--- src/rtl/dma_p0_packer.sv ---
// Write-back packer: gathers FP16 results into 128-bit words, queues them in a
// small FIFO and issues addressed write beats to memory-controller port 0.
module dma_p0_packer #(
    parameter int LANES      = 8,
    parameter int ADDR_W     = 30,
    parameter int FIFO_DEPTH = 4
) (
    input  logic                  clk,
    input  logic                  rst,
    input  logic                  start,
    input  logic [ADDR_W-1:0]     base_addr,
    input  logic                  in_we,
    input  logic [15:0]           in_data,
    input  logic                  in_last,
    output logic                  mem_valid,
    output logic [ADDR_W-1:0]     mem_addr,
    output logic [16*LANES-1:0]   mem_data,
    output logic [2*LANES-1:0]    mem_mask,
    input  logic                  mem_ready,
    output logic                  busy,
    output logic                  done,
    output logic [15:0]           words_written,
    output logic                  overflow
);

    localparam int DATA_W  = 16 * LANES;
    localparam int MASK_W  = 2 * LANES;
    localparam int LANE_W  = $clog2(LANES);
    localparam int PTR_W   = $clog2(FIFO_DEPTH);
    localparam int CNT_W   = PTR_W + 1;
    localparam int WADDR_W = ADDR_W - 4;

    localparam logic [LANE_W-1:0]  LANE_ONE  = LANE_W'(1'b1);
    localparam logic [LANE_W-1:0]  LANE_LAST = LANE_W'(LANES - 1);
    localparam logic [PTR_W-1:0]   PTR_ONE   = PTR_W'(1'b1);
    localparam logic [CNT_W-1:0]   CNT_ZERO  = {CNT_W{1'b0}};
    localparam logic [CNT_W-1:0]   CNT_ONE   = CNT_W'(1'b1);
    localparam logic [CNT_W-1:0]   CNT_FULL  = CNT_W'(FIFO_DEPTH);
    localparam logic [WADDR_W-1:0] WADDR_ONE = WADDR_W'(1'b1);

    typedef enum logic [2:0] {
        S_IDLE  = 3'd0,
        S_PACK  = 3'd1,
        S_FLUSH = 3'd2,
        S_DRAIN = 3'd3,
        S_DONE  = 3'd4
    } state_t;

    // Byte enables for the first lanes_used lanes of a word.
    function automatic logic [MASK_W-1:0] lane_mask(input logic [LANE_W-1:0] lanes_used);
        logic [MASK_W-1:0] m;
        m = {MASK_W{1'b0}};
        for (int i = 0; i < LANES; i++) begin
            if (i < int'(lanes_used)) begin
                m[2*i +: 2] = 2'b11;
            end else begin
                m[2*i +: 2] = 2'b00;
            end
        end
        return m;
    endfunction

    // Widen a byte-enable mask to a bit mask over the data word.
    function automatic logic [DATA_W-1:0] expand_mask(input logic [MASK_W-1:0] m);
        logic [DATA_W-1:0] d;
        d = {DATA_W{1'b0}};
        for (int i = 0; i < MASK_W; i++) begin
            d[8*i +: 8] = {8{m[i]}};
        end
        return d;
    endfunction

    state_t              state_r, state_next_s;
    logic [LANE_W-1:0]   lane_cnt_r, lane_next_s;
    logic [DATA_W-1:0]   stage_r, stage_next_s, stage_wr_s;
    logic                push_req_s, push_ok_s, drop_s, load_start_s;
    logic [DATA_W-1:0]   push_data_s;
    logic [MASK_W-1:0]   push_mask_s;

    logic [DATA_W-1:0]   fifo_data_r [FIFO_DEPTH];
    logic [MASK_W-1:0]   fifo_mask_r [FIFO_DEPTH];
    logic [PTR_W-1:0]    wr_ptr_r, rd_ptr_r, head_idx_s;
    logic [CNT_W-1:0]    count_r;
    logic                accept_s, empty_after_pop_s, head_load_s, head_avail_s;

    logic                mem_valid_r;
    logic [DATA_W-1:0]   mem_data_r;
    logic [MASK_W-1:0]   mem_mask_r;
    logic [WADDR_W-1:0]  waddr_r;
    logic [15:0]         words_written_r;
    logic                overflow_r, busy_r, done_r;
    logic                base_low_unused_s;

    assign base_low_unused_s = ^base_addr[3:0];

    assign accept_s          = mem_valid_r & mem_ready;
    assign push_ok_s         = push_req_s & ((count_r != CNT_FULL) | accept_s);
    assign drop_s            = push_req_s & ~push_ok_s;
    assign empty_after_pop_s = (count_r == CNT_ZERO) | ((count_r == CNT_ONE) & accept_s);
    // The head entry stays in the FIFO until accepted, so on accept the next one is shown.
    assign head_load_s       = ~mem_valid_r | accept_s;
    assign head_avail_s      = accept_s ? (count_r > CNT_ONE) : (count_r != CNT_ZERO);
    assign head_idx_s        = accept_s ? (rd_ptr_r + PTR_ONE) : rd_ptr_r;

    assign mem_valid     = mem_valid_r;
    assign mem_addr      = {waddr_r, 4'b0000};
    assign mem_data      = mem_data_r;
    assign mem_mask      = mem_mask_r;
    assign busy          = busy_r;
    assign done          = done_r;
    assign words_written = words_written_r;
    assign overflow      = overflow_r;

    // Staging word with the incoming half written into the current lane.
    always_comb begin
        stage_wr_s = stage_r;
        stage_wr_s[{lane_cnt_r, 4'b0000} +: 16] = in_data;
    end

    // Next-state, lane packing and FIFO push requests.
    always_comb begin
        state_next_s = state_r;
        lane_next_s  = lane_cnt_r;
        stage_next_s = stage_r;
        push_req_s   = 1'b0;
        push_data_s  = {DATA_W{1'b0}};
        push_mask_s  = {MASK_W{1'b0}};
        load_start_s = 1'b0;
        case (state_r)
            S_IDLE, S_DONE: begin
                if (start) begin
                    load_start_s = 1'b1;
                    lane_next_s  = {LANE_W{1'b0}};
                    stage_next_s = {DATA_W{1'b0}};
                    state_next_s = S_PACK;
                end else begin
                    state_next_s = S_IDLE;
                end
            end
            S_PACK: begin
                if (in_we) begin
                    if (lane_cnt_r == LANE_LAST) begin
                        push_req_s   = 1'b1;
                        push_data_s  = stage_wr_s;
                        push_mask_s  = {MASK_W{1'b1}};
                        stage_next_s = {DATA_W{1'b0}};
                        lane_next_s  = {LANE_W{1'b0}};
                    end else begin
                        stage_next_s = stage_wr_s;
                        lane_next_s  = lane_cnt_r + LANE_ONE;
                    end
                end else begin
                    stage_next_s = stage_r;
                end
                if (in_last) begin
                    state_next_s = S_FLUSH;
                end else begin
                    state_next_s = S_PACK;
                end
            end
            S_FLUSH: begin
                stage_next_s = {DATA_W{1'b0}};
                lane_next_s  = {LANE_W{1'b0}};
                if (lane_cnt_r != {LANE_W{1'b0}}) begin
                    push_req_s   = 1'b1;
                    push_mask_s  = lane_mask(lane_cnt_r);
                    push_data_s  = stage_r & expand_mask(lane_mask(lane_cnt_r));
                    state_next_s = S_DRAIN;
                end else if (empty_after_pop_s) begin
                    state_next_s = S_DONE;
                end else begin
                    state_next_s = S_DRAIN;
                end
            end
            S_DRAIN: begin
                if (empty_after_pop_s) begin
                    state_next_s = S_DONE;
                end else begin
                    state_next_s = S_DRAIN;
                end
            end
            default: begin
                state_next_s = S_IDLE;
            end
        endcase
    end

    // State register, staging word and status pulses.
    always_ff @(posedge clk or negedge rst) begin
        if (!rst) begin
            state_r    <= S_IDLE;
            lane_cnt_r <= {LANE_W{1'b0}};
            stage_r    <= {DATA_W{1'b0}};
            busy_r     <= 1'b0;
            done_r     <= 1'b0;
        end else begin
            state_r    <= state_next_s;
            lane_cnt_r <= lane_next_s;
            stage_r    <= stage_next_s;
            busy_r     <= (state_next_s == S_PACK) || (state_next_s == S_FLUSH) ||
                          (state_next_s == S_DRAIN);
            done_r     <= (state_next_s == S_DONE);
        end
    end

    // FIFO storage; contents are only meaningful under the pointers.
    always_ff @(posedge clk) begin
        if (push_ok_s) begin
            fifo_data_r[wr_ptr_r] <= push_data_s;
            fifo_mask_r[wr_ptr_r] <= push_mask_s;
        end
    end

    // FIFO pointers, occupancy and registered output head.
    always_ff @(posedge clk or negedge rst) begin
        if (!rst) begin
            wr_ptr_r    <= {PTR_W{1'b0}};
            rd_ptr_r    <= {PTR_W{1'b0}};
            count_r     <= CNT_ZERO;
            mem_valid_r <= 1'b0;
            mem_data_r  <= {DATA_W{1'b0}};
            mem_mask_r  <= {MASK_W{1'b0}};
        end else begin
            if (push_ok_s) begin
                wr_ptr_r <= wr_ptr_r + PTR_ONE;
            end
            if (accept_s) begin
                rd_ptr_r <= rd_ptr_r + PTR_ONE;
            end
            case ({push_ok_s, accept_s})
                2'b10:   count_r <= count_r + CNT_ONE;
                2'b01:   count_r <= count_r - CNT_ONE;
                default: count_r <= count_r;
            endcase
            if (head_load_s) begin
                mem_valid_r <= head_avail_s;
                if (head_avail_s) begin
                    mem_data_r <= fifo_data_r[head_idx_s];
                    mem_mask_r <= fifo_mask_r[head_idx_s];
                end
            end
        end
    end

    // Beat address, accepted-beat count and sticky overflow.
    always_ff @(posedge clk or negedge rst) begin
        if (!rst) begin
            waddr_r         <= {WADDR_W{1'b0}};
            words_written_r <= 16'h0000;
            overflow_r      <= 1'b0;
        end else if (load_start_s) begin
            waddr_r         <= base_addr[ADDR_W-1:4];
            words_written_r <= 16'h0000;
            overflow_r      <= 1'b0;
        end else begin
            if (accept_s) begin
                waddr_r <= waddr_r + WADDR_ONE;
                if (words_written_r != 16'hFFFF) begin
                    words_written_r <= words_written_r + 16'h0001;
                end
            end
            if (drop_s) begin
                overflow_r <= 1'b1;
            end
        end
    end

endmodule

--- config.mk ---
export PLATFORM = sky130hd
export DESIGN_NAME = dma_p0_packer
export DESIGN_NICKNAME = d
export VERILOG_FILES = /design/src/rtl/dma_p0_packer.sv
export SDC_FILE = /design/constraint.sdc
export NUM_CORES = 1
export LEC_CHECK = 0
export ABC_AREA = 1
export CORE_MARGIN = 5
export CORE_UTILIZATION = 42
export DETAILED_ROUTE_END_ITERATION = 12
export MAX_ROUTING_LAYER = met4
export SYNTH_ARGS = -nofsm -noshare
export SYNTH_HDL_FRONTEND = slang
export SYNTH_SLANG_ARGS = --single-unit
--- constraint.sdc ---
create_clock -name clk -period 9.21 [get_ports clk]
set_input_delay 0.921 -clock clk [delete_from_list [all_inputs] [get_ports clk]]
set_output_delay 0.921 -clock clk [all_outputs]
set_load 0.01 [all_outputs]
==> flow_summary.toml, run 1 <==
[run_status]
status = "finished, final reports clean"

[min_path]
hold_path_class = "input pin to async pin"

[clock_tree]
clkSinkCount = 867
cts_made_buffers = 92
cts_resized = 0
cts_tree = "built"
clk_pin_slew_worst_paths_ns = 0.06
cts_buffer_depth = 3
ctsHoldBuffers = 0
cts_root_buffer = "clkbuf_16"
htree_num_levels = 3
clock_latency_ns = 0.66
postCtsSetupBuffers = 0

[logic_synthesis]
synth.distinct_cells = 36
synth_ff_type = "edfxtp_1"
ys_seq_elements = 867
synth_top_area_share_pct = 43.1
synth-edff-count = 544
netlist_top_cells_count = "2,083 x nand2_1, 544 x edfxtp_1, 323 x dfrtp_1"
syn_area_per_cell_um2 = 9.37
syn_inst = 4045
synth_most_common_cell = "nand2_1"
synth.largest_area_cell = "edfxtp_1"
syn-cell-area_um2 = 37900
synthTopCellsByArea = "edfxtp_1 43%, dfrtp_1 21%, nand2_1 21%"
yosysWarnings = 0
async_reset_ff_share_pct = 37.3
seq_area_frac_synth_pct = 64.4

[setup_path]
critical_path_class = "input pin to flip-flop"
required_ns = 9.50
cp_max_fo = 69
worst_setup_path_start_kind = "input pin"
regToRegStartpoint = "lane_cnt_r[0]$_DFFE_PN0P_"
crit_chain = "clkdlybuf4s50_1 > inv_1 > nor2_4 > nand2_4 > nand2_1 > nand2_1 > nor2_4 > buf_4 > buf_4"
critPathCaptureType = "flip-flop"
slowest_stage = "nor2_4"
crit_path_start = "in_we"
crit_arrival_ns = 4.64
critical-path-max-stage-delay_ns = 0.63

[detailed_routing]
vias = 27500
vias_per_cell = 5.05
drt_iter0_drc = 2206
ant_nets = 0
drt-total-wl_um = 97100
drc_errors = 0
first_pass_iters = 5
wl_per_cell_um = 17.8

[die]
chipWidth_um = 310
num_rows = 110
pin_count = 246
initial_core_util_pct = 42.2
die_y_um = 310
core_um2 = 89700
die_area_um2 = 96400

[cells_and_area]
fillers = 8211
fin_util_pct = 49.3
finalInstanceArea_um2 = 44200
syn_to_final_growth_pct = 16.7
register_area_um2 = 24400
multi_input_area_um2 = 11800
drive_above_1_share_pct = 5.27
num-nets-final = 4261

[timing]
skew_ns = 0.0270
period_needed_ns = 4.35
rsz0062_at_grt = "false"
max_freq_mhz = 230
worstMarginPinSlew_ns = 1.19
hold_viol_final = 0
hold_ws_ns = 0.208
drv_slew = 0
timing.final.crit_share_pct = 47.2
tns_ns = 0
slew_headroom_pct = 20.6
setup-violations-final = 0

[power_and_ir_drop]
p_int_uw = 8950
leakagePower_uw = 0.0189
clockPowerShare_pct = 26.8
power_uw = 14600
vdd_drop_max_v = 0.000259
pwr-share-seq_pct = 35.8
p_sw_share_pct = 38.8
powerDensity_nw_per_um2 = 331
p_comb_share_pct = 37.3
power_switching_uw = 5680

[place]
dpl_cell_area_um2 = 41000
gp_congestion = 0.889
dp_hpwl_um = 58100
port_buffers = 237

[global_routing]
grt_pass1_vias = 26200
grt_use_total_pct = 20.5
antenna_found_initial = 2
grt-ovfl-total = 0
grt_pass1_wl_um = 150000
grt_max_degree = 137

[run]
cap_violations = 0
-- routing by layer --
metal  vias up  GRT usage (%)  routed length (um)
met5         -              -                   0
met4         0           5.36                2150
met3       137           3.72                6310
met2       690           34.4               48500
met1     13200           25.9               40100
li1      13500              -                   -
-- placed cells by master (no fill, tap or decap), types with 3 or more instances in the layout --
master           instances
nand2_1               2081
edfxtp_1               544
dfrtp_1                323
clkdlybuf4s50_1        236
o21ai_0                168
inv_1                  142
o22ai_1                130
nor2_1                 105
nand3_1                100
clkbuf_16               94
o21ai_1                 91
buf_4                   33
clkbuf_1                22
ha_1                    17
bufinv_16               15
or2_1                   14
inv_2                   13
nor3_1                  12
clkinv_2                12
clkinv_1                11
nand4_1                 10
nor2_2                   8
xor2_1                   8
o21bai_1                 8
nor2_4                   7
or2_2                    6
clkbuf_8                 6
a21oi_1                  5
xnor2_1                  5
clkinvlp_4               5
o211ai_1                 4
conb_1                   4
inv_16                   4
nand3_2                  3
a211oi_1                 3
clkinv_4                 3
-- kinds of logic after synthesis --
group / share of synthesized area [%]
other cells: 0.00989
buf+inv: 4.63
compound gates: 5.98
xor+xnor: 0.323
simple gates: 24.1
flops: 64.4
fa+ha+maj: 0.561
-- final timing paths --
check	end	slack, ns	depth (start not counted)
worst max register to register	fifo_data_r[1][8]$_DFFE_PP_	4.86	10
max in group asynchronous	words_written[12]$_DFFE_PN0P_	7.56	2
min in group clk	mem_data[86]$_DFFE_PN0P_	0.48	2
worst min-delay path	mem_data[77]$_DFFE_PN0P_	0.21	1
worst max-delay path	fifo_data_r[1][8]$_DFFE_PP_	4.86	9
worst min register to register	mem_data[86]$_DFFE_PN0P_	0.48	2
-- through the flow --
| stage | setup WS [ns] | cells |
|---|---|---|
| after CTS | 4.85 | 5447 |
| after global placement | 4.21 | 5274 |
| after floorplan | 1.27 | 4048 |
| after detailed placement | 4.22 | 5274 |
| final | 4.86 | 5448 |
| after global routing | 4.57 | 5448 |
-- critical path: cells and delay by family --
family | cells | cell delay [ns]
buffers and inverters | 4 | 1.67
AND/OR/NAND/NOR | 5 | 1.95
-- sequential cells by signal, indices dropped and copies added (netlist names), 8 cells and up --
signal and flops:
stage_r 128, waddr_r 26, fifo_mask_r 32, fifo_data_r 512, mem_mask 8, words_written 16
mem_data 128
-- power by group through the flow --
stage	registers (uW)	clock network, uW	logic, uW
floorplan	5450	0	3440
global placement	5300	0	5490
detailed placement	5310	0	5530
CTS	5250	4010	5560
global route	5320	4170	6150
finish	5240	3930	5460
-- final cells by class --
cell class,instances,share of cell area (%)
inverters,160,1.39
repair buffers,272,6.03
clock inverters,51,1.63
multi-input cells,2799,26.7
flip-flops and latches,867,55.2
diodes,1,0.00566
well taps,1176,3.33
clock buffers,122,5.69
No activity file was read; power rests on OpenSTA's default activity.
==> run 2: changes to the inputs <==
Clock period 9.21 ns to 3.7 ns, I/O delays scaled along.
==> flow_summary.toml, run 2 (synthesis results as in run 1) <==
[clock_tree]
clk_pin_slew_worst_paths_ns = 0.06
cts_tree = "built"
cts_made_buffers = 93
clock_latency_ns = 0.67
cts_resized = 0
htree_num_levels = 3
postCtsSetupBuffers = 0
cts_root_buffer = "clkbuf_16"
ctsHoldBuffers = 1
clkSinkCount = 867
cts_buffer_depth = 3

[die]
core_um2 = 89700
die_y_um = 310
die_area_um2 = 96400
chipWidth_um = 310
initial_core_util_pct = 42.2
pin_count = 246
num_rows = 110

[power_and_ir_drop]
power_uw = 36400
leakagePower_uw = 0.0191
vdd_drop_max_v = 0.000639
powerDensity_nw_per_um2 = 815

[timing]
hold_viol_final = 0
skew_ns = 0.0370
timing.final.crit_share_pct = 83.5
setup-violations-final = 0
slew_headroom_pct = 41.2
setup_slack_ns = 0.611
max_freq_mhz = 324
drv_slew = 0
period_needed_ns = 3.09
tns_ns = 0
rsz0062_at_grt = "false"
worstMarginPinSlew_ns = 0.882

[setup_path]
crit_path_frequent_cell = "nand2_1"
cp_max_fo = 21
critPathBufInv = 2
slowest_stage = "o21ai_0"
cp_top_family = "simple AND/OR/NAND/NOR gates"
required_ns = 4.07
critical_path_class = "flip-flop to flip-flop"
critPathCaptureType = "flip-flop"
critical-path-max-stage-delay_ns = 0.54
worst_setup_path_start_kind = "flip-flop"
crit_arrival_ns = 3.46
crit_chain = "inv_2 > ha_4 > ha_4 > inv_2 > nand2_1 > nor2_2 > nand2_1 > nand2_1 > o21ai_1 > o21ai_0"

[run]
cap_violations = 0

[cells_and_area]
regMostFlops = "fifo_data_r"
largest_reg_flops = 512
num-nets-final = 4290
drive_above_1_share_pct = 5.90
layout_commonest_cell = "nand2_1"
mostFrequentLayoutCells = "2,079 x nand2_1, 544 x edfxtp_1, 323 x dfrtp_1"
syn_to_final_growth_pct = 17.7

[run_status]
status = "finished, final reports clean"

[detailed_routing]
drt-total-wl_um = 98200
vias = 27700
ant_nets = 0
drt_iter0_drc = 1917
first_pass_iters = 5
drc_errors = 0
wl_per_cell_um = 17.9
vias_per_cell = 5.06

[place]
pre_cts_slack_ns = 0.664
gp_congestion = 0.905
dp_hpwl_um = 59500
port_buffers = 237

[global_routing]
grt_pass1_wl_um = 151000
grt_pass1_vias = 26400
grt_max_degree = 145
antenna_found_initial = 3
grt_use_total_pct = 20.6
grt-ovfl-total = 0

[min_path]
hold_path_class = "input pin to async pin"
-- run 2: through the flow --
stage                     util [%]  std cells  hold WS [ns]  area, um2
after detailed placement      46.3       5301         0.431      41600
after floorplan                  -       4048        0.0744      38000
after global placement        46.3       5301         0.434      41600
after global routing          49.7       5481         0.300      44600
after CTS                     49.7       5478         0.245      44600
final                         49.7       5482         0.254      44600
-- run 2: area by class of cell --
type | instances | area, um2
multi-input cells | 2799 | 11900
well taps | 1176 | 1470
clock buffers | 122 | 2490
fillers | 8167 | 45100
clock inverters | 54 | 543
flip-flops and latches | 867 | 24400
inverters | 160 | 616
repair buffers | 300 | 3200
diodes | 4 | 10.0
-- run 2: path summary, 6_finish.rpt --
check | endpoint | depth (start not counted) | slack [ns] | from
max reg2reg | fifo_data_r[1][80]$_DFFE_PP_ | 10 | 0.61 | lane_cnt_r[1]$_DFFE_PN0P_
min | mem_data[117]$_DFFE_PN0P_ | 2 | 0.25 | rst
max in group asynchronous | mem_data[43]$_DFFE_PN0P_ | 3 | 2.49 | rst
min reg2reg | mem_data[68]$_DFFE_PN0P_ | 2 | 0.48 | mem_data[68]$_DFFE_PN0P_
min in group clk | waddr_r[5]$_DFFE_PN0P_ | 3 | 0.29 | base_addr[9]
max | fifo_data_r[1][80]$_DFFE_PP_ | 10 | 0.61 | lane_cnt_r[1]$_DFFE_PN0P_
-- run 2: where the power goes --
| group | internal (uW) | switching [uW] | total (uW) | leakage, uW |
|---|---|---|---|---|
| clock | 5330 | 3860 | 9190 | 0.00147 |
| combinational | 4720 | 9400 | 14100 | 0.00807 |
| sequential | 12100 | 979 | 13000 | 0.00955 |
| total | 22100 | 14200 | 36400 | 0.0191 |
-- run 2: per-layer routing --
metal	GRT usage, %	vias up	share of wire (%)
met2	34.6	737	50
met1	25.8	13300	42
met4	6.26	0	2.7
met3	3.74	140	5.9
met5	-	-	0
li1	-	13600	-
==> run 3: changes to the inputs <==
Clock period 3.7 ns to 3.23 ns, I/O delays scaled along.
==> flow_summary.toml, run 3 (synthesis results as in run 1) <==
[die]
core_um2 = 89700
die_y_um = 310
chipWidth_um = 310
pin_count = 246
die_area_um2 = 96400
initial_core_util_pct = 42.2
num_rows = 110

[detailed_routing]
drt_iter0_drc = 2241
ant_nets = 0
met2_length_um = 49800
met1_length_um = 40800
drt-total-wl_um = 98800
vias = 27900
vias_per_cell = 5.05
first_pass_iters = 6
drc_errors = 0
top_layer = "met4"
wl_per_cell_um = 17.9
wl_met3_um = 6160

[clock_tree]
cts_root_buffer = "clkbuf_16"
clkSinkCount = 867
cts_buffer_depth = 3
cts_resized = 0
htree_num_levels = 3
clock_latency_ns = 0.67
clk_pin_slew_worst_paths_ns = 0.06
cts_tree = "built"
cts_made_buffers = 94

[run]
cap_violations = 0

[setup_path]
crit_arrival_ns = 3.09
worst_setup_path_start_kind = "flip-flop"
crit_path_start = "lane_cnt_r[1]$_DFFE_PN0P_"
critical_path_class = "flip-flop to flip-flop"
required_ns = 3.59
critPathCaptureType = "flip-flop"
cp_max_fo = 16
regToRegStartpoint = "lane_cnt_r[1]$_DFFE_PN0P_"

[global_routing]
grt_pass1_vias = 27100
grt_max_degree = 88
grt_pass1_wl_um = 154000
antenna_found_initial = 2
grt_use_total_pct = 21.1
grt-ovfl-total = 0

[cells_and_area]
layout_commonest_cell = "nand2_1"
regMostFlops = "fifo_data_r"
num-nets-final = 4339
syn_to_final_growth_pct = 19.1
fillers = 8090
mostFrequentLayoutCells = "2,079 x nand2_1, 544 x edfxtp_1, 323 x dfrtp_1"
largest_reg_flops = 512
drive_above_1_share_pct = 6.85

[timing]
drv_slew = 0
skew_ns = 0.0389
max_freq_mhz = 365
rsz0062_at_grt = "false"
hold_ws_ns = 0.230
hold_viol_final = 0
period_needed_ns = 2.74
setup-violations-final = 0
setup_slack_ns = 0.492
slew_headroom_pct = 5.84
worstMarginPinSlew_ns = 1.41
timing.final.crit_share_pct = 84.8

[power_and_ir_drop]
leakagePower_uw = 0.0194
clockPowerShare_pct = 25.7
p_int_uw = 26100
p_comb_share_pct = 39.1
pwr-share-seq_pct = 35.3
power_switching_uw = 16300
vdd_drop_max_v = 0.00128
powerDensity_nw_per_um2 = 939
p_sw_share_pct = 38.5

[place]
port_buffers = 237
pre_cts_slack_ns = 0.564
dp_hpwl_um = 61200
gp_congestion = 0.912

[min_path]
hold_path_class = "input pin to flip-flop"
hold_start = "base_addr[5]"

[run_status]
status = "finished, final reports clean"
run 3: changes by cell type in the layout (fill, tap and decap cells not counted), moves of 2 or more:
cell        change
clkinvlp_4      -4
buf_4          +42
diode_2         -2
clkbuf_16       +4
clkinv_1        +5
clkinv_2        -5
clkinv_4        +2
clkbuf_1        -2
bufinv_16       +4
clkinv_16       -2
buf_12          +6
run 3: per-stage QoR:
step	cells	util, %	TNS, ns	area [um2]	power [uW]
after floorplan	4048	-	-243.41	38000	25300
after global placement	5349	46.8	0	42000	31800
after detailed placement	5349	46.8	0	42000	31900
after CTS	5525	50.3	0	45200	43000
after global routing	5527	50.3	0	45200	45300
final	5527	50.3	0	45200	42400
run 3: what timing repair did:
item | 4_1_cts | 5_1_grt
hold endpoints to repair | 77 | 0
hold buffers | 1 | 0
buffers inserted | 0 | 0
run 3: layout make-up:
cell class,instances,area [um2],share of cell area [%]
flip-flops and latches,867,24400,54.1
repair buffers,348,3640,8.06
diodes,2,5.00,0.0111
clock inverters,52,571,1.26
well taps,1176,1470,3.26
multi-input cells,2799,11900,26.3
inverters,160,618,1.37
clock buffers,123,2570,5.68
run 3: power groups by stage:
stage | clock (uW) | combinational, uW | sequential, uW
floorplan | 0 | 9930 | 15400
global placement | 0 | 16700 | 15100
detailed placement | 0 | 16800 | 15200
CTS | 11100 | 16900 | 15000
global route | 11600 | 18500 | 15200
finish | 10900 | 16600 | 15000
run 3: final timing paths:
check	to	slack [ns]	cells after the start
max	fifo_data_r[1][102]$_DFFE_PP_	0.49	8
min	waddr_r[1]$_DFFE_PN0P_	0.23	3
max reg2reg	fifo_data_r[1][102]$_DFFE_PP_	0.49	8
min reg2reg	mem_data[13]$_DFFE_PN0P_	0.47	2
max in group asynchronous	words_written[12]$_DFFE_PN0P_	1.98	3
min in group asynchronous	mem_mask[1]$_DFFE_PN0P_	0.29	2
run 3: per-layer routing:
layer / up-vias / global-route usage (%)
li1: 13600 / -
met1: 13400 / 26.7
met2: 764 / 35.5
met3: 129 / 3.68
met4: 0 / 5.51
met5: - / -
run 3: worst max-delay path, cell delays in order (launching register included):
cell     delay (ns)
dfrtp_1        0.46
inv_2          0.11
ha_4           0.18
ha_4           0.21
nor3_4         0.55
nand2_1        0.20
nand2_1        0.11
o21ai_0        0.10
o21ai_0        0.50
